==> src/rtl/pf_clk_div_delay_ctrl.sv <==
// Command sequencer for the RX clock-divider delay line: spaced LOAD/MOVE pulses, tap tracking, range errors.
// Optional build macro CDD_OOR_SYNC_EN adds a 2-flop synchronizer on delay_line_out_of_range.
module pf_clk_div_delay_ctrl #(
  parameter int TAP_W    = 8,
  parameter int MAX_TAP  = 255,
  parameter int LOAD_VAL = 1,
  parameter int MOVE_GAP = 4
) (
  input  logic             clk,
  input  logic             resetn,
  input  logic             cmd_valid,
  output logic             cmd_ready,
  input  logic [1:0]       cmd_op,
  input  logic [TAP_W-1:0] cmd_steps,
  output logic             delay_line_dir,
  output logic             delay_line_move,
  output logic             delay_line_load,
  input  logic             delay_line_out_of_range,
  output logic [TAP_W-1:0] tap_count,
  output logic             busy,
  output logic             done,
  output logic             oor_err
);

  localparam logic [1:0] OP_LOAD = 2'b00;
  localparam logic [1:0] OP_INC  = 2'b01;
  localparam logic [1:0] OP_DEC  = 2'b10;
  localparam logic [1:0] OP_NOP  = 2'b11;

  localparam int GAP_W = (MOVE_GAP > 1) ? $clog2(MOVE_GAP) : 1;
  localparam logic [GAP_W-1:0] GAP_INIT = GAP_W'(MOVE_GAP - 1);
  localparam logic [TAP_W-1:0] TAP_MAX  = TAP_W'(MAX_TAP);
  localparam logic [TAP_W-1:0] TAP_LOAD = TAP_W'(LOAD_VAL);
  localparam logic [TAP_W-1:0] TAP_ONE  = TAP_W'(1);

  typedef enum logic [1:0] {S_IDLE, S_PULSE, S_GAP, S_FIN} state_t;

  state_t           state_reg;
  logic [TAP_W-1:0] tap_reg;
  logic [TAP_W-1:0] steps_left_reg;
  logic [GAP_W-1:0] gap_cnt_reg;
  logic             ready_reg;
  logic             busy_reg;
  logic             done_reg;
  logic             move_reg;
  logic             load_reg;
  logic             dir_reg;
  logic             oor_err_reg;
  logic             abort_reg;
  logic             blocked_reg;

  logic             oor_s;
  logic             accept;
  logic             step_up;
  logic             at_limit;
  logic [TAP_W-1:0] tap_step;

`ifdef CDD_OOR_SYNC_EN
  logic [1:0] oor_sync_reg;

  always_ff @(posedge clk or negedge resetn) begin
    if (!resetn) begin
      oor_sync_reg <= 2'b00;
    end else begin
      oor_sync_reg <= {oor_sync_reg[0], delay_line_out_of_range};
    end
  end

  assign oor_s = oor_sync_reg[1];
`else
  assign oor_s = delay_line_out_of_range;
`endif

  // Direction of the step about to be attempted: the incoming op at accept, the held one afterwards.
  always_comb begin
    accept   = (state_reg == S_IDLE) && ready_reg && cmd_valid;
    step_up  = accept ? (cmd_op == OP_INC) : dir_reg;
    at_limit = step_up ? (tap_reg == TAP_MAX) : (tap_reg == '0);
    tap_step = step_up ? (tap_reg + TAP_ONE) : (tap_reg - TAP_ONE);
  end

  always_ff @(posedge clk or negedge resetn) begin
    if (!resetn) begin
      state_reg      <= S_IDLE;
      tap_reg        <= TAP_LOAD;
      steps_left_reg <= '0;
      gap_cnt_reg    <= '0;
      ready_reg      <= 1'b0;
      busy_reg       <= 1'b0;
      done_reg       <= 1'b0;
      move_reg       <= 1'b0;
      load_reg       <= 1'b0;
      dir_reg        <= 1'b0;
      oor_err_reg    <= 1'b0;
      abort_reg      <= 1'b0;
      blocked_reg    <= 1'b0;
    end else begin
      move_reg <= 1'b0;
      load_reg <= 1'b0;
      done_reg <= 1'b0;
      case (state_reg)
        S_IDLE: begin
          if (accept) begin
            ready_reg   <= 1'b0;
            busy_reg    <= 1'b1;
            dir_reg     <= (cmd_op == OP_INC);
            abort_reg   <= 1'b0;
            blocked_reg <= 1'b0;
            case (cmd_op)
              OP_LOAD: begin
                load_reg       <= 1'b1;
                tap_reg        <= TAP_LOAD;
                oor_err_reg    <= 1'b0;
                steps_left_reg <= '0;
                state_reg      <= S_PULSE;
              end
              OP_INC, OP_DEC: begin
                if (cmd_steps == '0) begin
                  done_reg  <= 1'b1;
                  state_reg <= S_FIN;
                end else if (at_limit) begin
                  // Hold a pulse slot without a MOVE so the cell never steps past its end.
                  oor_err_reg <= 1'b1;
                  blocked_reg <= 1'b1;
                  state_reg   <= S_PULSE;
                end else begin
                  move_reg       <= 1'b1;
                  tap_reg        <= tap_step;
                  steps_left_reg <= cmd_steps - TAP_ONE;
                  state_reg      <= S_PULSE;
                end
              end
              OP_NOP: begin
                done_reg  <= 1'b1;
                state_reg <= S_FIN;
              end
              default: begin
                done_reg  <= 1'b1;
                state_reg <= S_FIN;
              end
            endcase
          end else begin
            ready_reg <= 1'b1;
          end
        end
        S_PULSE: begin
          if (blocked_reg) begin
            done_reg  <= 1'b1;
            state_reg <= S_FIN;
          end else begin
            gap_cnt_reg <= GAP_INIT;
            state_reg   <= S_GAP;
          end
        end
        S_GAP: begin
          if (oor_s) begin
            oor_err_reg <= 1'b1;
            abort_reg   <= 1'b1;
          end
          if (gap_cnt_reg != '0) begin
            gap_cnt_reg <= gap_cnt_reg - GAP_W'(1);
          end else if (abort_reg || oor_s || (steps_left_reg == '0)) begin
            done_reg  <= 1'b1;
            state_reg <= S_FIN;
          end else if (at_limit) begin
            oor_err_reg <= 1'b1;
            blocked_reg <= 1'b1;
            state_reg   <= S_PULSE;
          end else begin
            move_reg       <= 1'b1;
            tap_reg        <= tap_step;
            steps_left_reg <= steps_left_reg - TAP_ONE;
            state_reg      <= S_PULSE;
          end
        end
        S_FIN: begin
          busy_reg  <= 1'b0;
          ready_reg <= 1'b1;
          state_reg <= S_IDLE;
        end
        default: begin
          state_reg <= S_IDLE;
        end
      endcase
    end
  end

  // DIR reflects the offered op during the accept cycle, then the value captured at accept.
  assign delay_line_dir  = (ready_reg && cmd_valid) ? (cmd_op == OP_INC) : dir_reg;
  assign delay_line_move = move_reg;
  assign delay_line_load = load_reg;
  assign cmd_ready       = ready_reg;
  assign tap_count       = tap_reg;
  assign busy            = busy_reg;
  assign done            = done_reg;
  assign oor_err         = oor_err_reg;

endmodule
==> config.mk <==
export PLATFORM = sky130hd
export DESIGN_NAME = pf_clk_div_delay_ctrl
export DESIGN_NICKNAME = d
export VERILOG_FILES = /design/src/rtl/pf_clk_div_delay_ctrl.sv
export SDC_FILE = /design/constraint.sdc
export NUM_CORES = 1
export LEC_CHECK = 0
export CORE_ASPECT_RATIO = 0.9
export CORE_MARGIN = 1
export CORE_UTILIZATION = 40
export CTS_CLUSTER_DIAMETER = 80
export DETAILED_ROUTE_END_ITERATION = 12
export PLACE_DENSITY = 0.67
export SLEW_MARGIN = 20
export SYNTH_ARGS = -nofsm -noshare
export SYNTH_HDL_FRONTEND = slang
export SYNTH_SLANG_ARGS = --single-unit
==> constraint.sdc <==
create_clock -name clk -period 3 [get_ports clk]
set_input_delay 0.6 -clock clk [delete_from_list [all_inputs] [get_ports clk]]
set_output_delay 0.6 -clock clk [all_outputs]
set_load 0.01 [all_outputs]
Word-level counts from Yosys, hierarchy flattened --
Index checks and enable logic that the tools add are counted.
Storage, ports and cells: bits in registers 29, output and inout port bits 15, word-level logic and storage cells 129
Cells by class: $add $sub $neg 5, reduce and logical (&&, ||, !) cells 23, equality and inequality tests 19, muxes and demuxes 69
Operators with widths (count):
- two-way mux 8 bit | 12
- case mux 8 bit (2 select lines) | 4
- two-way mux 1 bit | 35
- logical NOT 8 bit | 3
- subtractor 8 x 1 -> 8 bit (second input constant) | 3
- inequality test 2 bit (second input constant) | 8
- case mux 1 bit (2 select lines) | 8
- two-way mux 2 bit | 6
- AND reduction 5 bit | 2
- inequality test 3 bit (second input constant) | 3
- adder 8 x 1 -> 8 bit (second input constant) | 1
- == test 2 bit (second input constant) | 4
- == test 8 bit (second input constant) | 1
- case mux 2 bit (4 select lines) | 1
- AND reduction 8 bit | 1
- nonzero test 2 bit | 4
- case mux 2 bit (3 select lines) | 1
- AND reduction 3 bit | 2
- AND reduction 6 bit | 1
- == test 2 x 1 -> 1 bit (second input constant) | 2
- logical NOT 2 bit | 2
- case mux 2 bit (2 select lines) | 1
- AND reduction 2 bit | 2
- logical AND 1 bit | 3
- other kinds (5) | 6

Longest topological paths before layout --
Gate-level depths: netlist (run 1).
depth in word-level cells 10, depth in mapped cells 15, gate-level depth less buffers 13

Least setup slack after synthesis (run 1) --
No wires, ideal clock.
path type input port to flip-flop, from input cmd_op[1], to register tap_reg[6], in the netlist tap_count[6], library setup time 121 ps, data arrival time 2783 ps, path slack 96 ps, stages 13, cell sequence inv_1 > ha_1 > and4_1 > buf_6 > a21o_4 > inv_1 > xnor2_1 > ha_1 > or4_1 > a21oi_1 > a21oi_1 > a21o_1 > a22o_1
Between the ends: word-level cells in the longest chain between the ends 8, elaborated cells between the ends (all ways) 17, those cells by class eq/ne (4); mux (10); reduce/logical (3)
RTL lines:
- start: declaration | RTL line 13 | input logic [1:0] cmd_op,
- == test 2 x 1 -> 1 bit | RTL line 77, 109
- two-way mux 1 bit
- two-way mux 8 bit / two-way mux 1 bit (equally long branches) | RTL line 79, 78
- two-way mux 8 bit | RTL line 121, 165
- two-way mux 8 bit | RTL line 118 | if (cmd_steps == '0) begin
- case mux 8 bit (2 select lines) | RTL line 109 | case (cmd_op)
- two-way mux 8 bit | RTL line 103 | if (accept) begin
- case mux 8 bit (2 select lines) | RTL line 101 | case (state_reg)
- end signal: assignment | RTL line 128 | tap_reg <= tap_step;
- end signal: assignment | RTL line 171 | tap_reg <= tap_step;
- end: declaration | RTL line 39 | logic [TAP_W-1:0] tap_reg;
Parallel ways exist; a longest one is shown, timed or not. The select of a mux whose other input is x is not followed. A chain may end at the register's enable or synchronous reset.

Final worst setup path (run 1) --
from input cmd_op[0], to register tap_reg[2], in the netlist tap_count[2]
Same word-level chain as after synthesis.

==> results of run 1 <==
-- final cells by class --
class	instances	area, sq um
clock buffer	5	68.8
clock inverter	3	17.5
fill	528	2630
inverter	19	71.3
multi-input combinational	215	1580
sequential	29	727
tap	70	87.6
timing repair buffer	64	582
-- power by group --
| group | switching, mW | internal (mW) | total [mW] |
|---|---|---|---|
| Sequential | 0.212 | 0.554 | 0.765 |
| Clock | 0.173 | 0.160 | 0.333 |
| Combinational | 1.06 | 0.980 | 2.04 |
-- layout by cell type, fill, tap and decap left out, types with 5 or more instances in the layout --
master / synthesis / layout
nand4_1: 5 / 5
clkbuf_8: 0 / 5
xnor2_1: 9 / 9
a211oi_1: 6 / 6
clkdlybuf4s50_1: 0 / 27
nand2_1: 17 / 17
nor3_1: 10 / 10
o21ai_0: 10 / 10
a21oi_1: 19 / 19
inv_1: 19 / 18
buf_4: 0 / 33
o21ai_1: 6 / 6
dfrtp_1: 28 / 28
o2bb2ai_1: 5 / 5
nor2_1: 25 / 25
nor4_1: 5 / 5
ha_1: 15 / 13
-- per-stage QoR --
stage | worst slack (ps) | instance area (sq um) | std cells | setup TNS, ps | total power, mW
6_report | 140 | 3130 | 405 | 0 | 3.14
5_1_grt | 50.7 | 3130 | 405 | 0 | 3.39
3_5_place_dp | -305 | 3020 | 397 | -1390 | 2.76
3_3_place_gp | -217 | 3020 | 397 | -803 | 2.72
4_1_cts | 17.3 | 3110 | 405 | 0 | 3.11
2_1_floorplan | 96.3 | 2430 | 275 | 0 | 2.04
-- per-layer routing --
layer	global-route usage (%)	up-vias	share of wire, %
li1	-	1151	-
met1	28.3	1157	45
met2	35.5	77	48
met3	3.25	11	5.3
met4	6.72	0	1.5
met5	0	-	0
-- worst register-to-register path, cell delays in order, from the launching register on --
cell and delay [ps]:
dfrtp_1 400, inv_1 150, ha_1 250, and4_1 250, a21o_4 110, inv_2 40, xnor2_1 120, ha_2 180
buf_4 150, or3_4 370, a2111oi_4 370, xnor2_1 160, nor2_1 50
-- final timing paths --
check	cells past startpoint	endpoint	start
max	12	tap_count[2]	cmd_op[0]
min in group asynchronous	2	tap_count[3]	resetn
min reg2reg	1	steps_left_reg[6]	steps_left_reg[6]
min	1	steps_left_reg[6]	steps_left_reg[6]
max reg2reg	12	tap_count[2]	state_reg[0]
max in group asynchronous	2	tap_count[0]	resetn
-- timing repair --
item                                    in CTS  in global routing
endpoints found under the setup margin       1                  4
pin swaps                                    1                  4
gates resized for setup                      0                  6
-- logic make-up (layout without fill, tap and decap cells) --
group           count (synthesis)  count (layout)
mux                             3               3
flops                          29              29
simple gates                   96              96
compound gates                 90              90
fa+ha+maj                      15              15
xor+xnor                       11              11
buf+inv                        31              91
==> summary.md, run 1 <==
The flow ran to the end, but the final reports show violations. The final reports fail on DRC. Hold timing on the final database bottoms out at a slack of 514 ps. The kind of launch point of the worst setup path was an input port. Of the total synthesized cell area, the portion taken by AND, OR, NAND and NOR gates is 22.0%. In this run the standard cell core region covers 5760 sq um. Global routing used 21.3% of the available tracks across all layers.

The fraction of synthesized cell area in xor and xnor cells came out at 3.96%. The total of warnings raised by yosys was 0; the setup clock skew after layout was 10.4 ps. On the critical path the largest part of the delay comes from buffers and inverters.

Cts-stage hold buffer count: 0. In the synthesized netlist, the number of instances is 275. The combinational family with the most area after synthesis was compound AO/OA/AOI/OAI gates. The tools report the number of hold-slack violations in the final timing report as 0. The worst hold path belongs to the class reg -> reg. The power density relative to cell area is 1000 nW/um^2, and the routability-driven placement congestion ratio is 0.853. The first routing iteration left 99 violations. The HPWL after detailed placement came out at 4840 um.

VDD sags by at most 509 uV. From synthesis to final layout, the design area changed by 28.6%. After layout, the worst path uses 95.3% of the clock period. The mean post-synth cell area works out to 8.85 sq um. STA puts the critical path data arrival time at 3050 ps. The repair_antennas step left the layout with diodes totalling 0. The slowest stage of the critical path belongs to the cell clkdlybuf4s50_1. The most instantiated library cell after synthesis was dfrtp_1.

The number of antenna violations at the first check in global routing was 0; the number of primary I/O pins was 29. The tools report the maximum number of pins on one net before global-route repair as 30. Summing the areas of all compound-gate instances in the mapped netlist gives 29.0% of the synthesized area.

The arithmetic-cell share of the synthesized area counting full adders, half adders and majority gates is 7.71%, and the clock slew seen by the registers of the worst setup and hold paths is 80 ps. The total setup violations reported at the end of the flow was 0. The proportion of synthesized area in mux cells was 1.34%.

The clock tree synthesis step divided the H-tree into 2 levels. The worst setup path is captured at a flop. The critical path's largest stage delay was 480 ps.

After synthesis the cells add up to 2430 sq um. Ranked by total cell area, the synthesized netlist is headed by dfrtp_1 (29%), ha_1 (7.7%), a21oi_1 (3.9%). TritonCTS built the clock tree. After synthesis, the share of flip-flops with an asynchronous set or reset is 100%.

At the end of the flow, the number of nets in the layout was 363. The commonest cells after synthesis are dfrtp_1 (28), nor2_1 (25), a21oi_1 (19), inv_1 (19), nand2_1 (17). The tools report the post-synthesis cell type count as 70. The signal on the critical path passes through clkdlybuf4s50_1 -> ha_2 -> and4_1 -> a21o_4 -> inv_2 -> xnor2_1 -> ha_2 -> buf_4 -> or3_4 -> a2111oi_4 -> xnor2_1 -> nor2_1. The tool flagged a number of max-cap violations equal to 0. The buffer type at the clock tree root was clkbuf_8. Measured on the finished design, the core utilization comes to 54.4%. The logs give 300 ps for the internal reg-to-reg setup slack and 0 for the overall overflow remaining after global route. The die covers 6400 sq um. The antenna violation net count after detailed routing came out at 0. The peak fanout along the critical path is 4. Once the floorplan was initialized, standard cells occupied 42.3% of the core. Measured against its own limit, the worst slew margin works out to 45.0%. The tools report the total CTS buffers as 5. The logs give 0 for the number of post-CTS setup repair buffers and 1.31 nW for the reported leakage power.

The register bit total from synthesis came out at 29. The later pin in the worst-skew pair is clocked with a latency of 290 ps. The final period demand of the worst path came out at 2860 ps. The number of remaining DRC errors is 8, and the number of global-route vias before repair is 2270. The transition time at the pin with the least slew margin was 822 ps; the number of cell rows was 26. The number of pins with negative max-slew slack in the final report was 0; the overall routed net length was 6430 um. After detailed routing, the average wire length per cell comes to 15.9 um.

For this run, the detailed router's first-pass iteration total came to 9. For the via count, the log shows 2396. In this run the horizontal extent of the chip is 84.2 um. Setup repair after global routing left no endpoint under its margin.

Fraction of layout instances using a drive strength above 1: 20.3%. The maximum operating frequency was 0.350 GHz. The largest total area in the synthesized netlist belongs to dfrtp_1.

The most used flip-flop cell after synthesis is dfrtp_1. Data on the critical path is required at its endpoint by 3190 ps. The run gives 10900 um as the first-pass GRT wire length.

The number of port buffers came out at 28. The tools report the count of clock tree sinks as 29. Counting along the longest clock path gives a buffer depth of 2. The number of nets in the synthesized netlist is 304.

Area share of the largest cell type after synthesis: 28.8%. Counting both buffers and inverters, the worst setup path holds a total of 3. In the routed layout, each cell is associated on average with a via count of 5.92. The number of synthesized flops with an enable pin works out to 0.

The worst setup path is of the in -> reg kind. The die span in y is 76.0 um, and the sequential element share of the synthesized area is 29.9%.
Power figures use the tool's default switching activity.
==> run 2, diff against run 1 <==
--- a/config.mk
+++ b/config.mk
@@ -5,6 +5,7 @@
 export SDC_FILE = /design/constraint.sdc
 export NUM_CORES = 1
 export LEC_CHECK = 0
+export ABC_AREA = 1
 export CORE_ASPECT_RATIO = 0.9
 export CORE_MARGIN = 1
 export CORE_UTILIZATION = 40
==> constraint.sdc (replaced) <==
create_clock -name clk -period 3 [get_ports clk]
set_input_delay 0.3 -clock clk [delete_from_list [all_inputs] [get_ports clk]]
set_output_delay 0.3 -clock clk [all_outputs]
set_load 0.01 [all_outputs]
==> summary.md, run 2 <==
At the end of the flow, the number of nets in the layout was 385. Pin placement for this block handled 29 I/O pins. The count of clock tree sinks was 29.

The register bit total from synthesis is 29. The count of placed standard cells including taps came out at 416. The run gives 35 as the post-synthesis cell type count. The number of violations of the max-capacitance limit came out at 0. The mean post-synth cell area works out to 7.20 sq um. Derived from the worst setup path, the maximum achievable clock frequency is 0.397 GHz. Setup repair after global routing left no endpoint under its margin. The number of global-route vias before repair came out at 1931. Yosys printed 0 warnings.

The logs give 9030 um for the first-pass GRT wire length and 0 for the antenna violation net count after detailed routing. Antenna diode count: 0. On the critical path the largest part of the delay comes from simple AND/OR/NAND/NOR gates. The final period demand of the worst path was 2520 ps; the sequential element share of the synthesized area was 31.5%.

Of all cell types, the one taking the most synthesized area is dfrtp_1. The peak fanout along the critical path was 7. The run finished with clean final reports. The worst-case reg-to-reg path depth was 16; the number of hold-slack violations in the final timing report was 0.

The routed layout has 2146 vias. For the setup TNS after final layout, the log shows 0 ps. The critical path in this run is classified as reg -> reg. The placeable core region came out at 5410 sq um. The clock passes through at most 2 buffers. The run gives 0 as the cts-stage hold buffer count. In the post-synthesis netlist, the cell with the most instances is nand2_1. Excluding fillers, the count of instances in the completed layout stands at 424. The end of the worst register-to-register path was tap_count[4]. The routability-driven placement congestion ratio was 0.919; the gate count after technology mapping was 321. For the headroom to the max-slew limit, the log shows 65.1%. In the layout the commonest cells are nand2_1 (68), inv_1 (48), nor2_1 (33), dfrtp_1 (28), clkdlybuf4s50_1 (28). The total setup violations reported at the end of the flow is 0, and the reported leakage power is 1.36 nW. For this run, design rule violations remaining after detail routing come to 0.

The transition time at the pin with the least slew margin is 518 ps, and the largest vdd supply drop is 509 uV. The final layout contains routed wiring with a total length of 5360 um. The run gives 0 as the number of pins with negative max-slew slack in the final report.

The number of port buffers came out at 28. HPWL after detailed placement: 4070 um. The area growth from synthesis to final layout was 19.0%. For this run, the leading register cell type out of synthesis is dfrtp_1. The area share of the largest cell type after synthesis was 30.3%; the via density per instance was 5.06.

Critical path's largest stage delay: 430 ps. The number of antenna violations at the first check in global routing was 0; the first-pass detailed-route iteration total was 6. Dividing total power by cell area gives a power density of 1130 nW/um^2. The worst-skew pair later-pin latency is 280 ps.

Leaving out fill and tap cells, the most frequent cell in the layout is nand2_1. The kind of launch point of the worst setup path was a flop. The share of flip-flops with an asynchronous set or reset was 100%.

Ranked by instance count, the synthesized netlist is headed by nand2_1 (68), inv_1 (48), nor2_1 (33), dfrtp_1 (28), nand3_1 (24). The tools report the buffer type at the clock tree root as clkbuf_8. The die width came out at 82.1 um. Setup slack on the worst reg-to-reg path comes out at 480 ps. The logs give 4.33 ps for the setup clock skew after layout and 2 for the level count of the clock H-tree. Buffers added to address setup during post-CTS repair amount to 0. The worst setup path is captured at a flop. The share of the clock period used by the worst path after layout was 84.0%. The clock slew seen by the registers of the worst setup and hold paths was 60 ps; the number of cells upsized or downsized after cts was 0.

Fill cells in the final layout number 524. The critical path contains buffers and inverters numbering 4 combined. At the worst endpoint, the required time is 3230 ps.

STA puts the critical path data arrival time at 2750 ps. The tools report the launch point of the worst reg-to-reg path as state_reg[1]. In the global route stage, overall resource usage came out at 19.6%. The die covers 6080 sq um.

The initial core utilization came out at 42.7%. Sorting the synthesized cells by area gives the leading types as dfrtp_1 (30%), nand2_1 (11%), ha_1 (8.1%). Among all stages on the critical path, the largest delay is contributed by dfrtp_1. The maximum number of pins on one net before global-route repair came out at 30.

The path category of the worst min-delay check is in -> async. The fraction of layout instances using a drive strength above 1 is 10.4%. In this run the core area contains 25 standard-cell rows. The die span in y is 74.1 um, and the overall overflow remaining after global route is 0. In this run the cell area of the synthesized design comes to 2310 sq um. In this run, CTS created clock tree buffers numbering 5. The number of synthesized flops with an enable pin came out at 0. Dividing the detail-routed wire length by the instance count gives 12.7 um. The critical path goes through inv_1 -> ha_1 -> nand3_2 -> nand2_1 -> nand3_1 -> nand2_1 -> inv_1 -> ha_1 -> inv_1 -> nand2_1 -> nand3_1 -> o21bai_1 -> or2_2 -> nand3_1 -> nand2_1 -> inv_1. TritonCTS built the clock tree. The number of nets in the synthesized netlist is 350. For this block, the initial DRC count from the detailed router was 117.
run 2: cell count changes after synthesis, moves of 10 or more:
| cell | before | now |
|---|---|---|
| o21ai_0 | 10 | 20 |
| inv_1 | 19 | 48 |
| nand2_1 | 17 | 68 |
| nand3_1 | 4 | 24 |
run 2: routing by layer:
layer,up-vias,global-route usage (%),share of wire (%)
met2,39,29.6,43
met5,-,0,0
met3,6,3.93,4.2
met1,976,28.3,52
met4,0,5.85,0.86
li1,1125,-,-
run 2: how the worst max path moves through the flow:
| stage | depth (start not counted) | endpoint | slack, ps | from |
|---|---|---|---|---|
| global placement | 16 | tap_count[4] | 550 | cmd_op[0] |
| detailed placement | 16 | tap_count[4] | 470 | cmd_op[0] |
| CTS | 16 | tap_count[4] | 490 | state_reg[0] |
| global route | 16 | tap_count[4] | 180 | state_reg[0] |
| finish | 16 | tap_count[4] | 480 | state_reg[1] |
| floorplan | 16 | tap_count[4] | 790 | state_reg[0] |
run 2: logic make-up (layout without fill, tap and decap cells):
family,count (synthesis),after routing,synth area share (%)
xor+xnor,8,8,3.03
compound gates,65,65,17.4
flops,29,29,31.5
buf+inv,52,88,9.15
simple gates,152,152,30.8
fa+ha+maj,15,15,8.13
run 2: cell type report:
type	instances	area (sq um)	share of cell area (%)
multi-input cells	240	1370	49.9
flip-flops and latches	29	727	26.5
inverters	50	188	6.83
clock inverters	2	10.0	0.364
clock buffers	6	72.6	2.64
well taps	67	83.8	3.05
repair buffers	30	295	10.7
run 2: metrics by stage:
stage	worst slack, ps	cell area (sq um)	hold slack [ps]	power [mW]	util, %
floorplan	793	2310	4.41	2.30	-
global placement	551	2670	471	2.75	49.2
detailed placement	471	2670	492	2.77	49.2
CTS	492	2750	425	3.10	50.8
global route	176	2750	450	3.43	50.8
finish	481	2750	418	3.09	50.8
run 2: power breakdown:
group          switching (mW)  internal [mW]
clock network           0.152          0.160
registers               0.168          0.565
logic                    1.26          0.791
total                    1.58           1.52
==> run 3, diff against run 2 <==
--- a/config.mk
+++ b/config.mk
@@ -11,7 +11,7 @@
 export CORE_UTILIZATION = 40
 export CTS_CLUSTER_DIAMETER = 80
 export DETAILED_ROUTE_END_ITERATION = 12
-export PLACE_DENSITY = 0.67
+export PLACE_DENSITY = 0.65
 export SLEW_MARGIN = 20
 export SYNTH_ARGS = -nofsm -noshare
 export SYNTH_HDL_FRONTEND = slang
==> constraint.sdc (replaced) <==
create_clock -name clk -period 2.4 [get_ports clk]
set_input_delay 0.24 -clock clk [delete_from_list [all_inputs] [get_ports clk]]
set_output_delay 0.24 -clock clk [all_outputs]
set_load 0.01 [all_outputs]
==> summary.md, run 3 (synthesis gave the netlist of run 2 again) <==
After detailed routing, the total wire length is 5650 um. The area growth from synthesis to final layout came out at 24.2%. The run gives 542 as the filler cell count in the final layout. Tracing the worst setup path back leads to its startpoint at state_reg[0]. The worst register-to-register path ends at tap_count[4].

The number of antenna violations at the first check in global routing is 0. The run gives 1.42 nW as the reported leakage power. Setup violations remaining at the end of the flow were counted as 0.

Input and output buffers added on the ports amount to 28. The maximum buffer depth of the clock tree is 2, and the fraction of layout instances using a drive strength above 1 is 14.1%. Power spread over the standard cell area amounts to 1450 nW/um^2.

For the number of global-route vias before repair, the log shows 1993. The run gives 0.899 as the routability-driven placement congestion ratio. The initial core utilization was 42.7%; the die width was 82.1 um. The data arrival time of the worst path was 2420 ps. Number of DRC markers in iteration 0: 178. Traced cell by cell, the critical path runs through inv_2 -> ha_2 -> nand3_2 -> nand2_2 -> nand3_1 -> nand2_1 -> inv_1 -> ha_1 -> inv_1 -> nand2_1 -> nand3_1 -> o21bai_1 -> or2_2 -> nand3_1 -> nand2_1 -> inv_1.

The total number of nets in the final design was 396. On the final layout, the worst hold slack is 350 ps. The run gives 64.0% as the headroom to the max-slew limit.

The flow ran to the end, and the final reports show no timing, DRC or antenna violations. For the antenna diode count, the log shows 0. The final period demand of the worst path is 2200 ps. The run gives 727 sq um as the register cell area after layout. At the pin with the least slew margin, the transition time is 536 ps.

After legalization and detailed placement, the total HPWL measured 4200 um. The peak fanout along the critical path is 4. The detail route stage leaves a number of antenna-violating nets equal to 0.

The root buffer cell chosen for the clock tree is clkbuf_8. For the combinational fraction of design power, the log shows 65.0%. In this run the register-to-register setup slack is 200 ps. The die span in y was 74.1 um. The floorplan step defined a die boundary enclosing 6080 sq um. The H-tree was split into 2 levels. The first-pass GRT wire length was 9400 um. The worst-skew pair later-pin latency was 280 ps. The path category of the worst min-delay check is in -> async.

On the critical path, the stage with the largest delay is an instance of dfrtp_1. The fraction of power consumed by the clock network is 12.8%. Via density per instance: 5.19. Dividing the detail-routed wire length by the instance count gives 13.0 um. The initialized floorplan defines 25 standard-cell rows. The count of placed standard cells including taps came out at 424. Leaving out fill and tap cells, the most frequent cell in the layout is nand2_1. For the worst flop-to-flop path, the logic depth is 16.

The tools report the overall overflow remaining after global route as 0. Excluding fillers, the count of instances in the completed layout stands at 435. Following the worst setup path forward leads to its endpoint at tap_count[4]. The via count is 2258, and the net switching share of the total power is 48.7%. For the final routed database, the setup TNS stands at 0 ps.

The tools report the maximum number of pins on one net before global-route repair as 30. Timing would allow up to 0.455 GHz. Max-cap violations in this run came to 0.

TritonCTS built the clock tree. Number of hold-slack violations in the final timing report: 0. The kind of launch point of the worst setup path was a flop. Before CTS, the worst setup slack after placement is 36.3 ps. The switching power is 2.03 mW. The clock net in this run drives a total of 29 sinks.

The clock arrives with 6.71 ps of skew. STA classifies the critical path endpoint as a flop. The first-pass detailed-route iteration total is 4, and the largest vdd supply drop is 593 uV. In this run the critical register-to-register path is launched from state_reg[0]. The share of the clock period used by the worst path after layout works out to 91.6%. For the area taken by multi-input logic gates, the log shows 1380 sq um. Global routing used 20.5% of the available tracks. In the post-route analysis, the smallest setup slack over all paths is 202 ps. The critical path data required time was 2620 ps; the number of remaining DRC errors was 0. Number of pins with negative max-slew slack in the final report: 0.

Setup repair after global routing left no endpoint under its margin. The run gives 5410 sq um as the placeable core region. In this run, CTS created clock tree buffers numbering 5. On the worst path, the slowest cell contributes a delay of 420 ps. The worst setup path is of the reg -> reg kind.

The tools report the internal power as 2.14 mW. The clock slew seen by the registers of the worst setup and hold paths was 70 ps. The library cells used most frequently in the layout, excluding fill and tap cells, are nand2_1 (67), inv_1 (46), nor2_1 (33), dfrtp_1 (28), clkdlybuf4s50_1 (28).

The number of primary I/O pins was 29. Of the total power, registers draw 22.2%.
-- run 3: cell type report --
cell class              count  share of cell area [%]
multi-input cells         240                    48.0
flip-flops and latches     29                    25.3
clock inverters             1                    1.05
inverters                  50                    6.54
repair buffers             41                    13.2
clock buffers               7                    3.01
well taps                  67                    2.92
-- run 3: repair_timing --
action,in CTS,in global routing
setup buffers,0,3
endpoints found under the hold margin,0,0
hold buffers,0,0
setup endpoints to repair,0,2
resized for setup,0,4
-- run 3: power groups by stage --
| stage | registers, mW | logic (mW) | clock network [mW] |
|---|---|---|---|
| final | 0.926 | 2.71 | 0.534 |
| after global routing | 0.956 | 3.08 | 0.571 |
| after CTS | 0.920 | 2.65 | 0.543 |
| after detailed placement | 0.924 | 2.64 | 0 |
| after global placement | 0.931 | 2.61 | 0 |
| after floorplan | 0.904 | 1.97 | 0 |
-- run 3: worst max-delay path: cells and delay by family, from the launching register on --
kind                     cells  cell delay [ps]
AO/OA/AOI/OAI                1               80
AND/OR/NAND/NOR              9              980
flip-flops                   1              420
buffers and inverters        4              260
adder cells (fa/ha/maj)      2              380
-- run 3: per-stage QoR --
stage                     total power, mW  cell area [sq um]  util, %
after CTS                            4.12               2840     52.5
after global placement               3.54               2730     50.4
after detailed placement             3.56               2730     50.4
final                                4.17               2870     53.0
after floorplan                      2.88               2310        -
after global routing                 4.61               2870     53.0
-- run 3: how the worst min path moves through the flow --
stage	from	end	slack (ps)	depth (start not counted)
2_1_floorplan	resetn	abort_reg	-60	0
3_3_place_gp	blocked_reg	blocked_reg	480	2
3_5_place_dp	blocked_reg	blocked_reg	490	2
4_1_cts	resetn	steps_left_reg[5]	370	2
5_1_grt	resetn	steps_left_reg[5]	380	2
6_report	resetn	steps_left_reg[5]	350	2
-- run 3: layer usage --
layer | wire length (um) | part of all wire [%] | track usage (%)
met1 | 2860 | 51 | 30.7
met2 | 2500 | 44 | 29.5
met3 | 237 | 4.2 | 3.80
met5 | 0 | 0 | 0
met4 | 57 | 1.0 | 6.82
==> RTL change 1: new RTL, settings of run 1 <==
Re-encode `state_t` (4 states) as Gray code, 2 bits wide.
--- a/src/rtl/pf_clk_div_delay_ctrl.sv
+++ b/src/rtl/pf_clk_div_delay_ctrl.sv
@@ -33,7 +33,7 @@
   localparam logic [TAP_W-1:0] TAP_LOAD = TAP_W'(LOAD_VAL);
   localparam logic [TAP_W-1:0] TAP_ONE  = TAP_W'(1);
 
-  typedef enum logic [1:0] {S_IDLE, S_PULSE, S_GAP, S_FIN} state_t;
+  typedef enum logic [1:0] {S_IDLE = 2'b00, S_PULSE = 2'b01, S_GAP = 2'b11, S_FIN = 2'b10} state_t;
 
   state_t           state_reg;
   logic [TAP_W-1:0] tap_reg;
Behaviour: no difference found for any inputs over 10 cycles, from zero or initial values and one cycle with resetn low; not proved beyond that.
==> RTL change 1 against run 1 <==
Clock skew fell by 1.6 ps. Area after synthesis fell by 8.0%. Wire length fell by 10%. Sequential power rose by 1%. Die area fell by 7.8%. Setup slack improved by 52 ps. Sequential cell count did not move. Register-to-register slack improved by 100 ps. Power rose by 2.9%. Design area fell by 8.4%. Clock power rose by 48%. Critical path type unchanged. Critical endpoint is now steps_left_reg[5]. Largest power group unchanged.
==> RTL change 1: results (changes against run 1) <==
----------------------------------------------------
[Run status]
  Run status ... complete, no violations

[Setup path]
  Family with the most delay on the worst path ... compound AO/OA/AOI/OAI gates
  Worst Path Arrival ... 2990 ps (-60 ps)
  Critical-path maximum fanout ... 12 (+8)

[Placed design]
  RD Place Congestion ... 0.866 (+1.6%)
  Dpl hpwl ... 4190 um (-14%)
  Pre-CTS setup slack ... -119 ps (+185 ps)

[Power and ir drop]
  LEAKAGE ... 1.24 nW (-5.1%)
  Clock network power ... 493 uW (+48%)
  Power attributed to sequential cells ... 773 uW (+1%)
  Sequential group share of total power ... 24.0% (-0.4 points)
  Switching part of the total ... 43.7% (-2.3 points)
  Peak supply drop ... 0.591 mV (+16%)

[Yosys]
  Adder-cell area share of the yosys netlist ... 8.38% (+0.67 points)
  Portion of netlist area occupied by mux cells ... 4.08% (+2.7 points)
  Compound-cell area share of the yosys netlist ... 23.2% (-5.8 points)
  Sequential share of the synthesized area ... 32.4% (+2.6 points)
  Avg Synthesized Cell Area ... 8.27 um2 (-6.6%)
  Cell types with the largest area share after synthesis ... dfrtp_1 31%, ha_1 8.4%, nor2_1 5.0%, a21oi_1 4.7%, nand2_1 4.4%

[Final layout]
  Final std cells w/o fill ... 388 (-4.2%)
  Area occupied by multi-input gates ... 1390 um2 (-12%)
  Layout non-clock buf frac ... 15.8% (-2.8 points)
  Fillers ... 511 (-3.2%)
  Repair and plain buffers ... 51 (-20%)
  Share of cell area taken by flip-flops and latches ... 25.3% (+2.1 points)
  Number of multi-input combinational cells ... 211 (-1.9%)
  Share of the core filled with cells ... 54.0% (-0.41 points)

[Routing]
  Number of vias after detailed routing ... 2185 (-8.8%)
  Violation count after the first detailed-route iteration ... 184 (+86%)
  Met1 layer wirelength in the final routing ... 2940 um (+0.72%)
  Detailed-routed wire length on met2 ... 2420 um (-21%)
  Routed len/inst ... 14.9 um (-6.3%)

[Global route]
  Total GRT Usage ... 21.8% (+0.50 points)
  Global-route wire length before repair ... 9740 um (-11%)
  Number of global-route vias before repair ... 1977 (-13%)
  M2 GR Usage ... 31.9% (-3.6 points)
  Global routing usage on met3 ... 4.63% (+1.4 points)

[STA]
  Setup clock skew after layout ... 8.83 ps (-1.56 ps)
  Worst-Margin Slew ... 451 ps (-371 ps)

----------------------------------------------------
RTL change 1: changes by cell type in the layout (fill, tap and decap cells not counted), moves of 4 or more:
cell     delta
buf_4      -10
nor2_1      +5
nand3_1     +5
o22ai_1     +4
o21ai_1     -6
nand2_1     +9
o21ai_0     +4
RTL change 1: worst reg2reg max path: cells and delay by family, from the launching register on:
family                   cells  cell delay (ps)
AO/OA/AOI/OAI                4              600
multiplexers                 1              370
XOR/XNOR                     1              150
AND/OR/NAND/NOR              2              190
adder cells (fa/ha/maj)      2              500
buffers and inverters        2              260
flip-flops                   1              410
RTL change 1: path summary, 6_finish.rpt:
path,from,to,slack (ps),depth (start not counted)
worst min register to register,oor_err,oor_err,510,2
min in group asynchronous,resetn,steps_left_reg[3],700,2
worst max register to register,state_reg[0],tap_count[6],400,12
max in group asynchronous,resetn,tap_count[0],1980,2
worst max-delay path,cmd_op[1],steps_left_reg[5],190,10
worst min-delay path,oor_err,oor_err,510,2
==> RTL change 2: new RTL, settings of run 1 <==
Made on the original files. The option `CDD_OOR_SYNC_EN` is turned on by a define.
--- a/src/rtl/pf_clk_div_delay_ctrl.sv
+++ b/src/rtl/pf_clk_div_delay_ctrl.sv
@@ -1,5 +1,7 @@
 // Command sequencer for the RX clock-divider delay line: spaced LOAD/MOVE pulses, tap tracking, range errors.
 // Optional build macro CDD_OOR_SYNC_EN adds a 2-flop synchronizer on delay_line_out_of_range.
+`define CDD_OOR_SYNC_EN
+
 module pf_clk_div_delay_ctrl #(
   parameter int TAP_W    = 8,
   parameter int MAX_TAP  = 255,
Formal check against the unedited RTL: not equivalent (a bounded check fails within 10 cycles, from zero or initial values and one cycle with resetn low).
==> RTL change 2 against run 1 <==
First-iteration DRC count rose by 96%. Power shrank 6.9%. Fmax is 1.8% lower. Via count is 9.4% lower. Non-clock buffer count decreased by 11. Area after synthesis is 5.4% lower. Global-route usage fell by 1.1 points. Wire length shrank 11%. Design area fell by 7.4%. Critical path type unchanged. Setup slack worse by 53 ps. Sequential cell count up 2.
==> RTL change 2: results (changes against run 1) <==
----------------------------------------------------
[Run status]
  Run status ... complete, no violations

[Power and ir drop]
  Peak supply drop ... 0.405 mV (-20%)
  LEAKAGE ... 1.25 nW (-4.4%)

[Placed design]
  Pre-CTS setup slack ... -104 ps (+201 ps)
  Dpl hpwl ... 4170 um (-14%)
  RD Place Congestion ... 0.861 (+1.0%)
  Placed instance area ... 2810 um2 (-7.0%)
  DP Cell Count ... 370 (-6.8%)

[Clocking]
  H-tree level count ... 2 (unchanged)

[Worst hold path]
  Worst Min Path Start ... oor_sync_reg[0]
  Hold path cells ... 0 (-1)
  Hold WC Path Type ... register to register

[Yosys]
  Post-synthesis cell type count ... 57 (-19%)
  Fraction of synthesized cell area in xor and xnor cells ... 2.66% (-1.3 points)
  Cell types with the largest area share after synthesis ... dfrtp_1 33%, ha_1 8.1%, a21oi_1 4.8%, nand2_1 3.9%, o21ai_0 3.3%
  Synthesized instance count ... 261 (-5.1%)
  Most common library cells after synthesis ... 30 x dfrtp_1, 24 x nand2_1, 22 x a21oi_1
  Compound-cell area share of the yosys netlist ... 27.6% (-1.4 points)
  Total nets after synthesis ... 290 (-4.6%)
  Sequential share of the synthesized area ... 33.7% (+3.9 points)
  Adder-cell area share of the yosys netlist ... 8.15% (+0.44 points)
  Portion of netlist area occupied by mux cells ... 1.41% (+0.076 points)

[Final layout]
  Fillers ... 488 (-7.6%)
  Fraction of final layout cells with drive strength greater than 1 ... 16.1% (-4.2 points)
  Number of nets in the layout ... 339 (-6.6%)

[Setup path]
  Worst-case reg-to-reg path depth ... 11 (-1)
  Family with the most delay on the worst path ... compound AO/OA/AOI/OAI gates
  Cell at the slowest stage of the critical path ... clkdlybuf4s50_1
  Critical-path maximum fanout ... 4 (unchanged)
  Source of the worst register-to-register timing path ... state_reg[1]
  CP startpoint ... cmd_op[1]

[Routing]
  Routed wire length ... 5740 um (-11%)
  Violation count after the first detailed-route iteration ... 194 (+96%)
  Pre-antenna DRT Iters ... 5 (-4)
  Vias per cell ... 5.74 (-2.9%)

[STA]
  Setup clock skew after layout ... 8.38 ps (-2.00 ps)
  Worst slew margin relative to its limit ... 62.8% (+18 points)

[Global route]
  Largest net degree at the start of global routing ... 32 (+6.7%)
  Global-route wire length before repair ... 9430 um (-14%)
  Number of global-route vias before repair ... 2033 (-10%)

----------------------------------------------------
==> RTL change 2: cell types whose count changed after synthesis, moves of 4 or more <==
cell      delta
nand2_1      +7
nor2_1       -6
a211oi_1     -5
a22o_1       +5
o21ai_0      +5
o22ai_1      +5
a211o_1      -4
a21o_1       +4
a31oi_1      +4
==> RTL change 2: area by class of cell <==
class                           count  area (um2)  share of cell area (%)
Clock buffer                        7        86.3                    2.98
Clock inverter                      1        5.00                   0.173
Inverter                           17        63.8                    2.20
Multi-Input combinational cell    202        1390                    47.9
Sequential cell                    31         777                    26.8
Tap cell                           67        83.8                    2.89
Timing Repair Buffer               53         493                    17.0
==> RTL change 2: per-layer routing <==
layer  up-vias  track usage (%)  routed length (um)
met3         6             2.58                 241
li1       1072                -                   -
met2        67             30.0                2410
met4         0             6.43                  61
met1      1026             30.3                3030
met5         -                0                   0
==> RTL change 2: final timing paths <==
check / to / slack, ps
min in group asynchronous: steps_left_reg[0] / 730
worst min register to register: oor_sync_reg[1] / 350
worst max register to register: tap_count[6] / 370
worst min-delay path: oor_sync_reg[1] / 350
worst max-delay path: tap_count[6] / 90
max in group asynchronous: tap_count[0] / 1930
==> RTL change 2: power by group <==
part / total, mW / leakage, nW / internal (mW) / switching, mW
logic: 1.81 / 0.819 / 0.884 / 0.925
registers: 0.774 / 0.384 / 0.577 / 0.198
clock network: 0.338 / 0.0482 / 0.185 / 0.153
==> RTL change 2: metrics by stage <==
stage               total power, mW  utilization, %
floorplan                      1.92               -
global placement               2.52            51.9
detailed placement             2.56            51.9
CTS                            2.91            53.6
global route                   3.13            53.6
finish                         2.92            53.6
